`src/rtl/fetch_unit.sv`:
```
// -----------------------------------------------------------------------------
// fetch_unit
//
// Instruction fetch stage of the 16-bit RISC core.  It reads the current PC,
// issues a request/acknowledge read to instruction memory, and buffers the
// returned {pc, instr} pairs in a small circular FIFO for decode.  It steers
// the PC unit through a 2-bit control word and a latched load target, and it
// handles branch flushes.  A flush never abandons a memory request: if the
// request is still open, the response is waited for and then thrown away.
//
// Ports
//   i_clk, i_rst          clock (posedge), asynchronous active-high reset
//   i_pc                  current PC from the PC unit (it updates on negedge)
//   o_pc_ctrl             PC unit control: 00 hold, 01 +1, 10 load, 11 clear
//   o_pc_target           latched branch target for the PC unit load
//   i_flush               single-cycle branch-taken pulse from execute
//   i_flush_target        branch target, sampled only while i_flush=1
//   o_imem_req/o_imem_addr  memory read request and address
//   i_imem_ack/i_imem_rdata memory read data valid and instruction word
//   o_instr_valid/o_instr/o_instr_pc  FIFO head toward decode
//   i_instr_ready         decode accepts the head
//   o_dbg_state           current FSM state encoding, for observation
//
// Handshakes
//   Decode side: the head transfers on a posedge where o_instr_valid and
//   i_instr_ready are both 1.  While o_instr_valid=1 and i_instr_ready=0 the
//   head (o_instr, o_instr_pc) holds still.  Memory side: o_imem_req stays 1
//   with a constant o_imem_addr until the posedge that samples i_imem_ack=1;
//   ack may arrive in the same cycle as the request or in any later cycle.
// -----------------------------------------------------------------------------
module fetch_unit #(
    parameter int DATA_W     = 16,
    parameter int FIFO_DEPTH = 2
) (
    input  logic              i_clk,
    input  logic              i_rst,
    input  logic [DATA_W-1:0] i_pc,
    output logic [1:0]        o_pc_ctrl,
    output logic [DATA_W-1:0] o_pc_target,
    input  logic              i_flush,
    input  logic [DATA_W-1:0] i_flush_target,
    output logic              o_imem_req,
    output logic [DATA_W-1:0] o_imem_addr,
    input  logic              i_imem_ack,
    input  logic [DATA_W-1:0] i_imem_rdata,
    output logic              o_instr_valid,
    output logic [DATA_W-1:0] o_instr,
    output logic [DATA_W-1:0] o_instr_pc,
    input  logic              i_instr_ready,
    output logic [2:0]        o_dbg_state
);

    localparam int PTR_W = $clog2(FIFO_DEPTH);
    localparam int CNT_W = PTR_W + 1;
    localparam logic [CNT_W-1:0] DEPTH_C = CNT_W'(FIFO_DEPTH);

    typedef enum logic [2:0] {
        S_RST        = 3'd0,
        S_REQ        = 3'd1,
        S_ADV        = 3'd2,
        S_WAIT_SPACE = 3'd3,
        S_DROP       = 3'd4,
        S_LOAD       = 3'd5
    } state_t;

    state_t state;
    state_t next_state;

    logic             capture_addr;
    logic             flush_act;
    logic             push;
    logic             pop;
    logic             slot_free;

    logic [PTR_W-1:0] rd_ptr;
    logic [PTR_W-1:0] wr_ptr;
    logic [CNT_W-1:0] count;
    logic [DATA_W-1:0] pc_mem    [FIFO_DEPTH];
    logic [DATA_W-1:0] instr_mem [FIFO_DEPTH];

    // Flushes are ignored while the PC unit is still being cleared.
    assign flush_act = i_flush && (state != S_RST);

    assign o_instr_valid = (count != '0);
    // A flush discards whatever decode takes in the same cycle.
    assign pop  = o_instr_valid && i_instr_ready && !flush_act;
    assign push = (state == S_REQ) && i_imem_ack && !flush_act;
    // A slot counts as free if this cycle's pop makes room.
    assign slot_free = (count < DEPTH_C) || pop;

    // ---------------------------------------------------------------- state reg
    always_ff @(posedge i_clk or posedge i_rst) begin
        if (i_rst) begin
            state <= S_RST;
        end else begin
            state <= next_state;
        end
    end

    // ---------------------------------------------------------------- next state
    always_comb begin
        next_state   = state;
        capture_addr = 1'b0;
        case (state)
            S_RST: begin
                next_state   = S_REQ;
                capture_addr = 1'b1;
            end
            S_REQ: begin
                if (flush_act) begin
                    next_state = i_imem_ack ? S_LOAD : S_DROP;
                end else if (i_imem_ack) begin
                    next_state = S_ADV;
                end
            end
            S_ADV, S_LOAD: begin
                if (flush_act) begin
                    next_state = S_LOAD;
                end else if (slot_free) begin
                    next_state   = S_REQ;
                    capture_addr = 1'b1;
                end else begin
                    next_state = S_WAIT_SPACE;
                end
            end
            S_WAIT_SPACE: begin
                if (flush_act) begin
                    next_state = S_LOAD;
                end else if (slot_free) begin
                    next_state   = S_REQ;
                    capture_addr = 1'b1;
                end
            end
            S_DROP: begin
                // The open request must complete; its data is discarded.
                if (i_imem_ack) begin
                    next_state = S_LOAD;
                end
            end
            default: begin
                next_state = S_RST;
            end
        endcase
    end

    // ---------------------------------------------------------------- outputs
    always_comb begin
        o_pc_ctrl  = 2'b00;
        o_imem_req = 1'b0;
        case (state)
            S_RST:  o_pc_ctrl  = 2'b11;
            S_ADV:  o_pc_ctrl  = 2'b01;
            S_LOAD: o_pc_ctrl  = 2'b10;
            S_REQ:  o_imem_req = 1'b1;
            S_DROP: o_imem_req = 1'b1;
            default: begin
                o_pc_ctrl  = 2'b00;
                o_imem_req = 1'b0;
            end
        endcase
    end

    assign o_dbg_state = state;

    // Request address and branch target registers.  i_pc is settled at every
    // posedge because the PC unit acts on the preceding negedge.
    always_ff @(posedge i_clk or posedge i_rst) begin
        if (i_rst) begin
            o_imem_addr <= '0;
            o_pc_target <= '0;
        end else begin
            if (capture_addr) begin
                o_imem_addr <= i_pc;
            end
            if (flush_act) begin
                o_pc_target <= i_flush_target;
            end
        end
    end

    // ---------------------------------------------------------------- FIFO
    always_ff @(posedge i_clk or posedge i_rst) begin
        if (i_rst) begin
            rd_ptr <= '0;
            wr_ptr <= '0;
            count  <= '0;
        end else if (flush_act) begin
            rd_ptr <= '0;
            wr_ptr <= '0;
            count  <= '0;
        end else begin
            if (push) begin
                wr_ptr <= wr_ptr + PTR_W'(1);
            end
            if (pop) begin
                rd_ptr <= rd_ptr + PTR_W'(1);
            end
            case ({push, pop})
                2'b10:   count <= count + CNT_W'(1);
                2'b01:   count <= count - CNT_W'(1);
                default: count <= count;
            endcase
        end
    end

    // Storage needs no reset: the head outputs are gated by valid.
    always_ff @(posedge i_clk) begin
        if (push) begin
            pc_mem[wr_ptr]    <= o_imem_addr;
            instr_mem[wr_ptr] <= i_imem_rdata;
        end
    end

    assign o_instr    = o_instr_valid ? instr_mem[rd_ptr] : '0;
    assign o_instr_pc = o_instr_valid ? pc_mem[rd_ptr]    : '0;

endmodule
```
`config.mk`:
```
export PLATFORM = sky130hd
export DESIGN_NAME = fetch_unit
export DESIGN_NICKNAME = d
export VERILOG_FILES = /design/src/rtl/fetch_unit.sv
export SDC_FILE = /design/constraint.sdc
export NUM_CORES = 1
export LEC_CHECK = 0
export ABC_AREA = 1
export BUFFER_PORTS_ARGS = -buffer_cell sky130_fd_sc_hd__buf_2
export CAP_MARGIN = 10
export CORE_MARGIN = 2
export CORE_UTILIZATION = 40
export CTS_CLUSTER_DIAMETER = 150
export DETAILED_ROUTE_END_ITERATION = 12
export GPL_TIMING_DRIVEN = 0
export PLACE_DENSITY_LB_ADDON = 0.08
export SYNTH_ARGS = -nofsm -noshare
export SYNTH_HDL_FRONTEND = slang
export SYNTH_SLANG_ARGS = --single-unit
```
`constraint.sdc`:
```
create_clock -name i_clk -period 3.9 [get_ports i_clk]
set_input_delay 0.195 -clock i_clk [delete_from_list [all_inputs] [get_ports i_clk]]
set_output_delay 0.195 -clock i_clk [all_outputs]
set_load 0.005 [all_outputs]
```
==> load_flow_metrics.sql, run 1 <==
INSERT INTO impl_metrics (metric_group, metric, value, unit) VALUES
('worst_setup_path', 'cp_slowest_cell', 'dfrtp_1', ''),
('detailed_routing', 'remaining_drc_errors', '0', ''),
('synth', 'syn-mean-instance-area', '10.6', 'um2'),
('sta', 'fmax', '469', 'MHz'),
('power', 'power_frac_clock', '0.185', ''),
('power', 'power', '3.88', 'mW'),
('synth', 'yosys_warnings', '0', ''),
('synth', 'synthDistinctLibCells', '22', ''),
('layout', 'post_route_cells_drive_above_1_share', '0.296', ''),
('grt', 'first_global_vias', '3030', ''),
('cts', 'post_cts_buffers', '0', ''),
('worst_setup_path', 'crit_arrival', '2.20', 'ns'),
('cts', 'path_clk_slew', '0.10', 'ns'),
('synth', 'async_reset_ff_frac', '0.379', ''),
('sta', 'timing.max_slew.rel_slack', '0.435', ''),
('status', 'run_status', 'finished with violations', ''),
('job', 'maxCapViolCount', '0', ''),
('floorplanning', 'rows', '36', ''),
('detailed_routing', 'route.antenna.remaining_nets', '0', ''),
('worst_setup_path', 'timing.critical_path.fanout_max', '17', ''),
('power', 'max-vdd-ir-drop', '0.342', 'mV'),
('worst_setup_path', 'reg2regPathDepth', '7', ''),
('sta', 'clock-skew-final', '0.0118', 'ns'),
('synth', 'fraction_of_the_yosys_area_taken_by_sequential_cells', '0.705', ''),
('synth', 'synth-edff-count', '64', ''),
('detailed_routing', 'detailedRoute.firstPassIterationCount', '4', ''),
('synth', 'synth_top_cell_area_share', '0.468', ''),
('grt', 'grt_start_max_net_pins', '40', ''),
('power', 'cellLeakagePower', '2.46', 'nW'),
('grt', 'gr-usage-all-layers', '0.174', ''),
('power', 'power_switching', '1.43', 'mW'),
('worst_setup_path', 'crit_chain', 'nor2_2 > nand2_1 > nand2_2 > buf_4 > nand2_1 > nor2_4 > buf_16', ''),
('worst_setup_path', 'endpoint_required_time_on_the_critical_path', '3.97', 'ns'),
('sta', 'max_slew.worst_pin.slew', '0.846', 'ns'),
('synth', 'synth_flop_cell', 'edfxtp_1', ''),
('power', 'power.sequential.fraction', '0.436', ''),
('cts', 'htreeDepth', '3', ''),
('worst_setup_path', 'cp-start-kind', 'flop', ''),
('sta', 'finalHoldWorstSlack', '-0.0117', 'ns'),
('layout', 'nNetsFinal', '578', ''),
('grt', 'number_of_antenna_violations_at_the_first_check_in_global_routing', '0', ''),
('layout', 'finish.utilization', '0.527', ''),
('synth', 'mappedNetlistArea', '4110', 'um2'),
('sta', 'finalHoldViolCount', '12', ''),
('worst_setup_path', 'critical-path-top-cell-by-count', 'nand2_1', ''),
('place', 'port_buffers', '123', ''),
('synth', 'yosysMostFrequentCell', 'nand2_1', ''),
('sta', 'setup_slack', '1.77', 'ns'),
('status', 'failed_checks', 'negative hold slack', ''),
('grt', 'grt_overflow', '0', ''),
('detailed_routing', 'dr.first_iter.drc_count', '171', ''),
('sta', 'grt_setup_unrepaired', 'false', ''),
('place', 'place_ws', '1.72', 'ns'),
('synth', 'yosys.area.top_type', 'edfxtp_1', ''),
('floorplanning', 'fp.dieH', '105', 'um'),
('sta', 'slew_violations', '0', ''),
('cts', 'cts_buffer_depth', '2', ''),
('cts', 'clock_latency', '0.37', 'ns'),
('floorplanning', 'placeableCoreArea', '9860', 'um2'),
('layout', 'areaGrowthSynthToFinish', '26.6', '%'),
('worst_setup_path', 'critPathMaxStageDelay', '0.47', 'ns'),
('place', 'numPlacedInstances', '645', ''),
('layout', 'antenna_cells', '0', ''),
('place', 'placedInstanceArea', '4960', 'um2'),
('synth', 'yosys-top-cells-count', 'nand2_1, edfxtp_1, dfrtp_1, a21oi_1, nand3_1', ''),
('power', 'internal_power', '2.45', 'mW'),
('floorplanning', 'start_util', '0.416', ''),
('place', 'dp.final_hpwl', '6.28', 'mm'),
('cts', 'cts.sinks', '103', ''),
('cts', 'ctsRootBufferMaster', 'clkbuf_8', ''),
('worst_setup_path', 'critical_path_class', 'reg -> reg', '');
[worst max-delay path by stage]
stage,start,to,slack [ns],cells after the start
6_report,o_dbg_state[1],instr_mem[1][9],1.77,7
3_3_place_gp,o_dbg_state[1],instr_mem[1][6],0.15,6
3_5_place_dp,o_dbg_state[0],instr_mem[0][5],1.72,7
4_1_cts,o_dbg_state[0],pc_mem[0][9],1.69,7
5_1_grt,o_dbg_state[0],instr_mem[0][3],1.56,7
2_1_floorplan,o_dbg_state[1],instr_mem[0][0],1.12,6
[layer usage]
layer | routed length, um | vias to the layer above | global-route usage
met3 | 523 | 13 | 0.0322
met2 | 4510 | 90 | 0.291
met5 | 0 | - | 0
li1 | - | 1551 | -
met1 | 4000 | 1458 | 0.222
met4 | 167 | 0 | 0.0752
[sequential cells by signal, summed over array words and instances (netlist names)]
name / flops
o_imem_addr: 16
rd_ptr: 1
wr_ptr: 1
pc_mem: 32
count: 2
o_dbg_state: 3
instr_mem: 32
o_pc_target: 16
[power by group through the flow]
| stage | Sequential [mW] | Clock (mW) | Combinational, mW |
|---|---|---|---|
| finish | 1.69 | 0.720 | 1.47 |
| global route | 1.73 | 0.782 | 1.68 |
| CTS | 1.69 | 0.742 | 1.51 |
| detailed placement | 1.71 | 0 | 1.50 |
| global placement | 1.71 | 0 | 1.45 |
| floorplan | 1.69 | 0 | 0.825 |
[repair_timing]
action | CTS | global route
endpoints found under the hold margin | 2 | 0
hold buffers | 2 | 0
resized for setup | 0 | 0
[cells by family after synthesis]
group	after synthesis	synth area share
AO/OA/AOI/OAI	41	0.0548
buffers and inverters	32	0.0344
flip-flops	103	0.705
AND/OR/NAND/NOR	211	0.205
[critical path, delay by kind of cell, from the launching register on]
family | cells | cell delay [ns]
AND/OR/NAND/NOR | 5 | 0.95
flip-flops | 1 | 0.47
buffers and inverters | 2 | 0.42
[cell type report]
| class | count | area [um2] |
|---|---|---|
| inverters | 14 | 52.6 |
| clock inverters | 2 | 35.0 |
| plain buffers | 18 | 88.8 |
| fillers | 916 | 4660 |
| flip-flops and latches | 103 | 2900 |
| clock buffers | 14 | 185 |
| repair buffers | 127 | 691 |
| multi-input cells | 252 | 1080 |
| well taps | 133 | 166 |
[layout by cell type (no fill, tap or decap), drive strengths merged, types with 3 or more instances in the layout]
master	n
a21oi	34
buf	133
clkbuf	24
dfrtp	39
edfxtp	64
inv	13
nand2	177
nand3	21
nand4	3
nor2	10
o21ai	4
(Power assumes the default switching activity.)
==> run 2, diff against run 1 <==
==> constraint.sdc (replaced) <==
create_clock -name i_clk -period 1.9 [get_ports i_clk]
set_input_delay 0.095 -clock i_clk [delete_from_list [all_inputs] [get_ports i_clk]]
set_output_delay 0.095 -clock i_clk [all_outputs]
set_load 0.005 [all_outputs]
==> run 2 against run 1 <==
The run now ends clean. Fmax rose by 20%. Largest power group unchanged. Sequential power rose by 110%. Total power rose by 110%. Sequential share of layout area fell by 5.2 points. Global-route usage rose by 0.86 points. Worst hold slack improved by 0.12 ns. Clock-buffer cell count fell by 4.
==> load_flow_metrics.sql, run 2 (synthesis results as in run 1) <==
INSERT INTO impl_metrics (metric_group, metric, value, unit) VALUES
('status', 'run_status', 'finished clean', ''),
('detailed_routing', 'route.antenna.remaining_nets', '0', ''),
('layout', 'multi_input_area', '1120', 'um2'),
('worst_setup_path', 'worst-r2r-setup-slack', '0.12', 'ns'),
('grt', 'number_of_antenna_violations_at_the_first_check_in_global_routing', '0', ''),
('floorplanning', 'fp.dieH', '105', 'um'),
('layout', 'nFillCells', '866', ''),
('layout', 'antenna_cells', '0', ''),
('sta', 'slew_violations', '0', ''),
('grt', 'first_global_vias', '3306', ''),
('place', 'port_buffers', '123', ''),
('grt', 'gr-usage-all-layers', '0.183', ''),
('grt', 'grt_start_max_net_pins', '40', ''),
('cts', 'ctsRootBufferMaster', 'clkbuf_8', ''),
('sta', 'fmax', '563', 'MHz'),
('place', 'dp.final_hpwl', '6.18', 'mm'),
('layout', 'areaGrowthSynthToFinish', '39.8', '%'),
('worst_setup_path', 'regToRegEndpoint', 'instr_mem[1][6]', ''),
('worst_setup_path', 'crit_chain', 'nor2_2 > nand2_1 > nand2_2 > buf_6 > nand2_2 > nor2_4 > buf_12', ''),
('layout', 'final_cell_count_no_fill', '719', ''),
('place', 'place_congestion', '0.879', ''),
('detailed_routing', 'post_drt_wl_per_cell', '13.9', 'um'),
('floorplanning', 'start_util', '0.416', ''),
('floorplanning', 'chipWidth', '105', 'um'),
('worst_setup_path', 'cpLargestDelayFamily', 'simple AND/OR/NAND/NOR gates', ''),
('floorplanning', 'fp.dieArea', '11100', 'um2'),
('sta', 'final.period_utilization', '0.936', ''),
('detailed_routing', 'remaining_drc_errors', '0', ''),
('power', 'power', '8.02', 'mW'),
('floorplanning', 'placeableCoreArea', '9860', 'um2'),
('worst_setup_path', 'crit_arrival', '1.84', 'ns'),
('sta', 'max_slew.worst_pin.slew', '0.829', 'ns'),
('worst_setup_path', 'cp-start-kind', 'flop', ''),
('detailed_routing', 'detailedRoute.firstPassIterationCount', '4', ''),
('worst_setup_path', 'endpoint_required_time_on_the_critical_path', '1.96', 'ns'),
('worst_setup_path', 'timing.critical_path.fanout_max', '14', ''),
('place', 'place_ws', '-0.403', 'ns'),
('power', 'max-vdd-ir-drop', '0.674', 'mV'),
('detailed_routing', 'vias', '3330', ''),
('detailed_routing', 'drt-vias-per-instance', '4.63', ''),
('worst_setup_path', 'critical_path_class', 'reg -> reg', ''),
('sta', 'grt_setup_unrepaired', 'false', ''),
('layout', 'final-seq-area', '2900', 'um2'),
('power', 'cellLeakagePower', '2.71', 'nW'),
('sta', 'timing.max_slew.rel_slack', '0.447', ''),
('sta', 'timing.final.setup_violations', '0', ''),
('floorplanning', 'rows', '36', ''),
('layout', 'most-common-layout-cells', 'nand2_1, buf_2, edfxtp_1', ''),
('worst_setup_path', 'cp.buffers_inverters', '2', ''),
('detailed_routing', 'dr_wl_met2', '5.12', 'mm'),
('detailed_routing', 'final_routed_wirelength_across_all_metal_layers', '9.98', 'mm'),
('detailed_routing', 'wirelength_met1', '4.26', 'mm'),
('worst_setup_path', 'rr_startpoint', 'o_dbg_state[1]', ''),
('worst_setup_path', 'reg2regPathDepth', '7', ''),
('cts', 'htreeDepth', '3', ''),
('cts', 'clock_latency', '0.35', 'ns'),
('worst_setup_path', 'cp_slowest_cell', 'dfrtp_2', ''),
('layout', 'layout.cells.most_common', 'nand2_1', ''),
('detailed_routing', 'met3_wirelength', '520', 'um'),
('sta', 'finalHoldViolCount', '0', ''),
('worst_setup_path', 'critical_path.endpoint', 'instr_mem[1][6]', ''),
('detailed_routing', 'dr.first_iter.drc_count', '147', ''),
('sta', 'layout_min_cycle_time', '1.78', 'ns'),
('cts', 'path_clk_slew', '0.10', 'ns'),
('power', 'p_per_area', '1400', 'nW/um2'),
('min_path', 'hold_crit_class', 'in -> reg', ''),
('sta', 'clock-skew-final', '0.0122', 'ns'),
('worst_setup_path', 'critical-path-top-cell-by-count', 'nand2_2', ''),
('floorplanning', 'io_pins', '124', ''),
('worst_setup_path', 'critPathMaxStageDelay', '0.47', 'ns'),
('grt', 'global_route_wire_length_before_repair', '15.9', 'mm'),
('job', 'maxCapViolCount', '0', ''),
('worst_setup_path', 'path_depth', '7', ''),
('detailed_routing', 'dr.max_layer_used', 'met4', ''),
('layout', 'top_regs', 'instr_mem x32, pc_mem x32', ''),
('cts', 'numCtsBuffers', '9', ''),
('cts', 'cts_buffer_depth', '2', ''),
('grt', 'grt_overflow', '0', ''),
('place', 'numPlacedInstances', '643', ''),
('layout', 'post_route_cells_drive_above_1_share', '0.311', ''),
('worst_setup_path', 'timing.critical_path.to_type', 'flop', ''),
('layout', 'nNetsFinal', '634', ''),
('cts', 'cts.sinks', '103', ''),
('sta', 'setup_slack', '0.122', 'ns'),
('cts', 'cts_tree', 'done', ''),
('worst_setup_path', 'worstSetupStartpoint', 'o_dbg_state[1]', '');
[run 2: worst min path at each step]
stage	endpoint	depth (start not counted)	startpoint	slack (ns)
floorplan	instr_mem[0][0]	0	i_imem_rdata[0]	0.19
global placement	instr_mem[0][15]	1	i_imem_rdata[15]	0.28
detailed placement	instr_mem[0][3]	1	i_imem_rdata[3]	0.29
CTS	o_dbg_state[0]	5	i_imem_ack	0.09
global route	o_dbg_state[0]	5	i_imem_ack	0.11
finish	o_dbg_state[0]	5	i_imem_ack	0.10
[run 2: power by group]
group / internal (mW) / switching (mW) / total (mW)
Combinational: 1.35 / 1.92 / 3.27
Sequential: 3.08 / 0.408 / 3.49
Clock: 0.501 / 0.762 / 1.26
[run 2: worst register-to-register path, cell delays in order (launching register included)]
cell	delay [ns]
dfrtp_2	0.47
nor2_2	0.14
nand2_1	0.10
nand2_2	0.16
buf_6	0.17
nand2_2	0.12
nor2_4	0.17
buf_12	0.16
[run 2: cell type report]
type,instances,share of cell area
inverters,14,0.00915
plain buffers,18,0.0203
multi-input cells,254,0.194
flip-flops and latches,103,0.505
clock buffers,10,0.0222
clock inverters,6,0.00915
well taps,133,0.0290
repair buffers,181,0.211
[run 2: through the flow]
stage                     hold WS [ns]  utilization  cell area [um2]  TNS, ns
after global routing             0.112        0.582             5740        0
after CTS                       0.0940        0.579             5710        0
after detailed placement         0.287        0.498             4910   -25.67
final                            0.104        0.582             5740        0
after global placement           0.284        0.498             4910   -25.29
after floorplan                  0.194            -             4130   -0.295
[run 2: layer usage]
| metal | vias up | track usage |
|---|---|---|
| li1 | 1669 | - |
| met1 | 1564 | 0.222 |
| met2 | 90 | 0.326 |
| met3 | 7 | 0.0439 |
| met4 | 0 | 0.0438 |
| met5 | - | 0 |
[run 2: what timing repair did]
| item | CTS | global route |
|---|---|---|
| setup buffers | 8 | 1 |
| gates resized for setup | 9 | 19 |
| gates cloned | 2 | 0 |
| endpoints found under the setup margin | 94 | 65 |
| hold endpoints to repair | 103 | 0 |
| pin swaps | 3 | 0 |
| hold buffers | 49 | 0 |
==> run 3, diff against run 2 <==
==> constraint.sdc (replaced) <==
create_clock -name i_clk -period 1.4 [get_ports i_clk]
set_input_delay 0.07 -clock i_clk [delete_from_list [all_inputs] [get_ports i_clk]]
set_output_delay 0.07 -clock i_clk [all_outputs]
set_load 0.005 [all_outputs]
==> run 3 against run 2 <==
The flow now finishes with violations (negative setup slack). Clock-buffer cell count unchanged. Highest routed layer unchanged. Register-to-register slack worse by 0.30 ns. Via count up 7.7%. Largest power group is now combinational cells.
==> load_flow_metrics.sql, run 3 (synthesis results as in run 1) <==
INSERT INTO impl_metrics (metric_group, metric, value, unit) VALUES
('sta', 'fmax', '630', 'MHz'),
('layout', 'finish.utilization', '0.696', ''),
('floorplanning', 'fp.dieArea', '11100', 'um2'),
('power', 'comb_power_share', '0.526', ''),
('grt', 'grt_overflow', '0', ''),
('sta', 'grt_setup_unrepaired', 'true', ''),
('power', 'max-vdd-ir-drop', '0.942', 'mV'),
('grt', 'global_route_wire_length_before_repair', '17.5', 'mm'),
('power', 'netSwitchingFraction', '0.388', ''),
('detailed_routing', 'detailedRoute.firstPassIterationCount', '4', ''),
('cts', 'clock_latency', '0.36', 'ns'),
('grt', 'grt_start_max_net_pins', '40', ''),
('layout', 'most-common-layout-cells', 'buf_2, nand2_1, edfxtp_1', ''),
('grt', 'grt_util_met2', '0.366', ''),
('sta', 'setup_slack', '-0.188', 'ns'),
('cts', 'htreeDepth', '3', ''),
('sta', 'final.period_utilization', '1.13', ''),
('sta', 'clock-skew-final', '0.00887', 'ns'),
('worst_setup_path', 'timing.critical_path.fanout_max', '7', ''),
('power', 'power.sequential.fraction', '0.349', ''),
('floorplanning', 'io_pins', '124', ''),
('worst_setup_path', 'cp-start-kind', 'flop', ''),
('sta', 'timing.max_slew.rel_slack', '0.444', ''),
('status', 'failed_checks', 'negative setup slack', ''),
('floorplanning', 'placeableCoreArea', '9860', 'um2'),
('power', 'cellLeakagePower', '3.12', 'nW'),
('floorplanning', 'rows', '36', ''),
('floorplanning', 'fp.dieH', '105', 'um'),
('place', 'port_buffers', '123', ''),
('power', 'power_frac_clock', '0.125', ''),
('grt', 'number_of_antenna_violations_at_the_first_check_in_global_routing', '0', ''),
('grt', 'gr-usage-all-layers', '0.202', ''),
('place', 'dp.final_hpwl', '6.18', 'mm'),
('sta', 'timing.final.setup_violations', '116', ''),
('sta', 'finalHoldWorstSlack', '0.0766', 'ns'),
('place', 'place_congestion', '0.879', ''),
('worst_setup_path', 'crit_arrival', '1.52', 'ns'),
('cts', 'cts_tree', 'done', ''),
('cts', 'numCtsBuffers', '9', ''),
('power', 'power_switching', '5.40', 'mW'),
('floorplanning', 'chipWidth', '105', 'um'),
('place', 'placedInstanceArea', '4910', 'um2'),
('place', 'numPlacedInstances', '643', ''),
('cts', 'cts_buffer_depth', '2', ''),
('layout', 'areaGrowthSynthToFinish', '67.2', '%'),
('job', 'maxCapViolCount', '0', ''),
('floorplanning', 'start_util', '0.416', ''),
('layout', 'antenna_cells', '0', ''),
('sta', 'layout_min_cycle_time', '1.59', 'ns'),
('min_path', 'hold_crit_class', 'in -> reg', ''),
('worst_setup_path', 'critical_path_class', 'reg -> out', ''),
('detailed_routing', 'dr.first_iter.drc_count', '146', ''),
('layout', 'post_route_cells_drive_above_1_share', '0.522', ''),
('sta', 'max_slew.worst_pin.slew', '0.833', 'ns'),
('layout', 'final_design_area_no_fill', '6870', 'um2'),
('place', 'place_ws', '-0.903', 'ns'),
('detailed_routing', 'remaining_drc_errors', '0', ''),
('grt', 'gr-usage-met3', '0.0458', ''),
('worst_setup_path', 'crit_chain', 'inv_8 > clkbuf_16 > nand2_4 > a21oi_2 > buf_2', ''),
('min_path', 'hold_path_depth', '5', ''),
('power', 'internal_power', '8.52', 'mW'),
('worst_setup_path', 'reg2regPathDepth', '8', ''),
('grt', 'globalRouteMet1Util', '0.243', ''),
('grt', 'grt-busiest-layer', 'met2', ''),
('power', 'power', '13.9', 'mW'),
('cts', 'path_clk_slew', '0.10', 'ns'),
('detailed_routing', 'final_routed_wirelength_across_all_metal_layers', '11.4', 'mm'),
('layout', 'final_cell_count_no_fill', '761', ''),
('worst_setup_path', 'cp_slowest_cell', 'dfrtp_2', ''),
('cts', 'cts.sinks', '103', ''),
('layout', 'top_regs', 'instr_mem x32, pc_mem x32', ''),
('worst_setup_path', 'endpoint_required_time_on_the_critical_path', '1.33', 'ns'),
('status', 'run_status', 'finished with violations', ''),
('detailed_routing', 'vias', '3585', ''),
('layout', 'nNetsFinal', '676', ''),
('detailed_routing', 'post_drt_wl_per_cell', '15.0', 'um'),
('worst_setup_path', 'timing.critical_path.to_type', 'primary output', ''),
('sta', 'slew_violations', '0', ''),
('cts', 'ctsRootBufferMaster', 'clkbuf_8', ''),
('grt', 'first_global_vias', '3599', ''),
('layout', 'layout.cells.most_common', 'buf_2', ''),
('worst_setup_path', 'critPathMaxStageDelay', '0.52', 'ns'),
('power', 'p_per_area', '2030', 'nW/um2'),
('detailed_routing', 'drt-vias-per-instance', '4.71', ''),
('sta', 'finalHoldViolCount', '0', ''),
('sta', 'fin_setup_tns', '-14.53', 'ns'),
('detailed_routing', 'route.antenna.remaining_nets', '0', '');
[run 3: what timing repair did]
action / in CTS / in global routing
setup endpoints to repair: 112 / 129
pin swaps: 22 / 32
cloned: 11 / 1
hold endpoints to repair: 103 / 0
hold buffers: 49 / 0
buffers inserted: 32 / 14
gates resized for setup: 115 / 100
[run 3: power groups by stage]
stage | clock (mW) | sequential [mW] | combinational [mW]
2_1_floorplan | 0 | 4.72 | 2.34
3_3_place_gp | 0 | 4.75 | 4.06
3_5_place_dp | 0 | 4.78 | 4.13
4_1_cts | 1.79 | 4.79 | 6.25
5_1_grt | 1.90 | 4.95 | 7.89
6_report | 1.74 | 4.86 | 7.32
[run 3: final timing paths]
| check | from | end | slack [ns] |
|---|---|---|---|
| max | rd_ptr | o_instr_pc[9] | -0.19 |
| max reg2reg | o_dbg_state[1] | instr_mem[1][2] | -0.18 |
| min | i_imem_ack | o_dbg_state[0] | 0.08 |
| max in group asynchronous | i_rst | rd_ptr | 0.40 |
| min in group asynchronous | i_rst | o_pc_target[14] | 0.42 |
| min reg2reg | o_pc_target[7] | o_pc_target[7] | 0.48 |
[run 3: area by class of cell]
cell class,count,area [um2]
clock buffer,10,128
multi-input combinational,254,1600
fill,745,3000
tap,133,166
sequential,103,2900
clock inverter,6,52.6
buffer,16,250
timing repair buffer,224,1700
inverter,14,65.1
timing repair inverter,1,8.76
[run 3: layer usage]
| layer | vias to the layer above | routed length, um |
|---|---|---|
| met1 | 1713 | 4660 |
| met4 | 0 | 76 |
| met5 | - | 0 |
| met2 | 103 | 6140 |
| met3 | 10 | 556 |
| li1 | 1759 | - |
[run 3: critical path: cells and delay by family, from the launching register on]
family	cells	cell delay (ns)
and+or+nand+nor	1	0.04
buffers and inverters	3	0.46
AOI/OAI and AO/OA	1	0.14
DFF	1	0.52
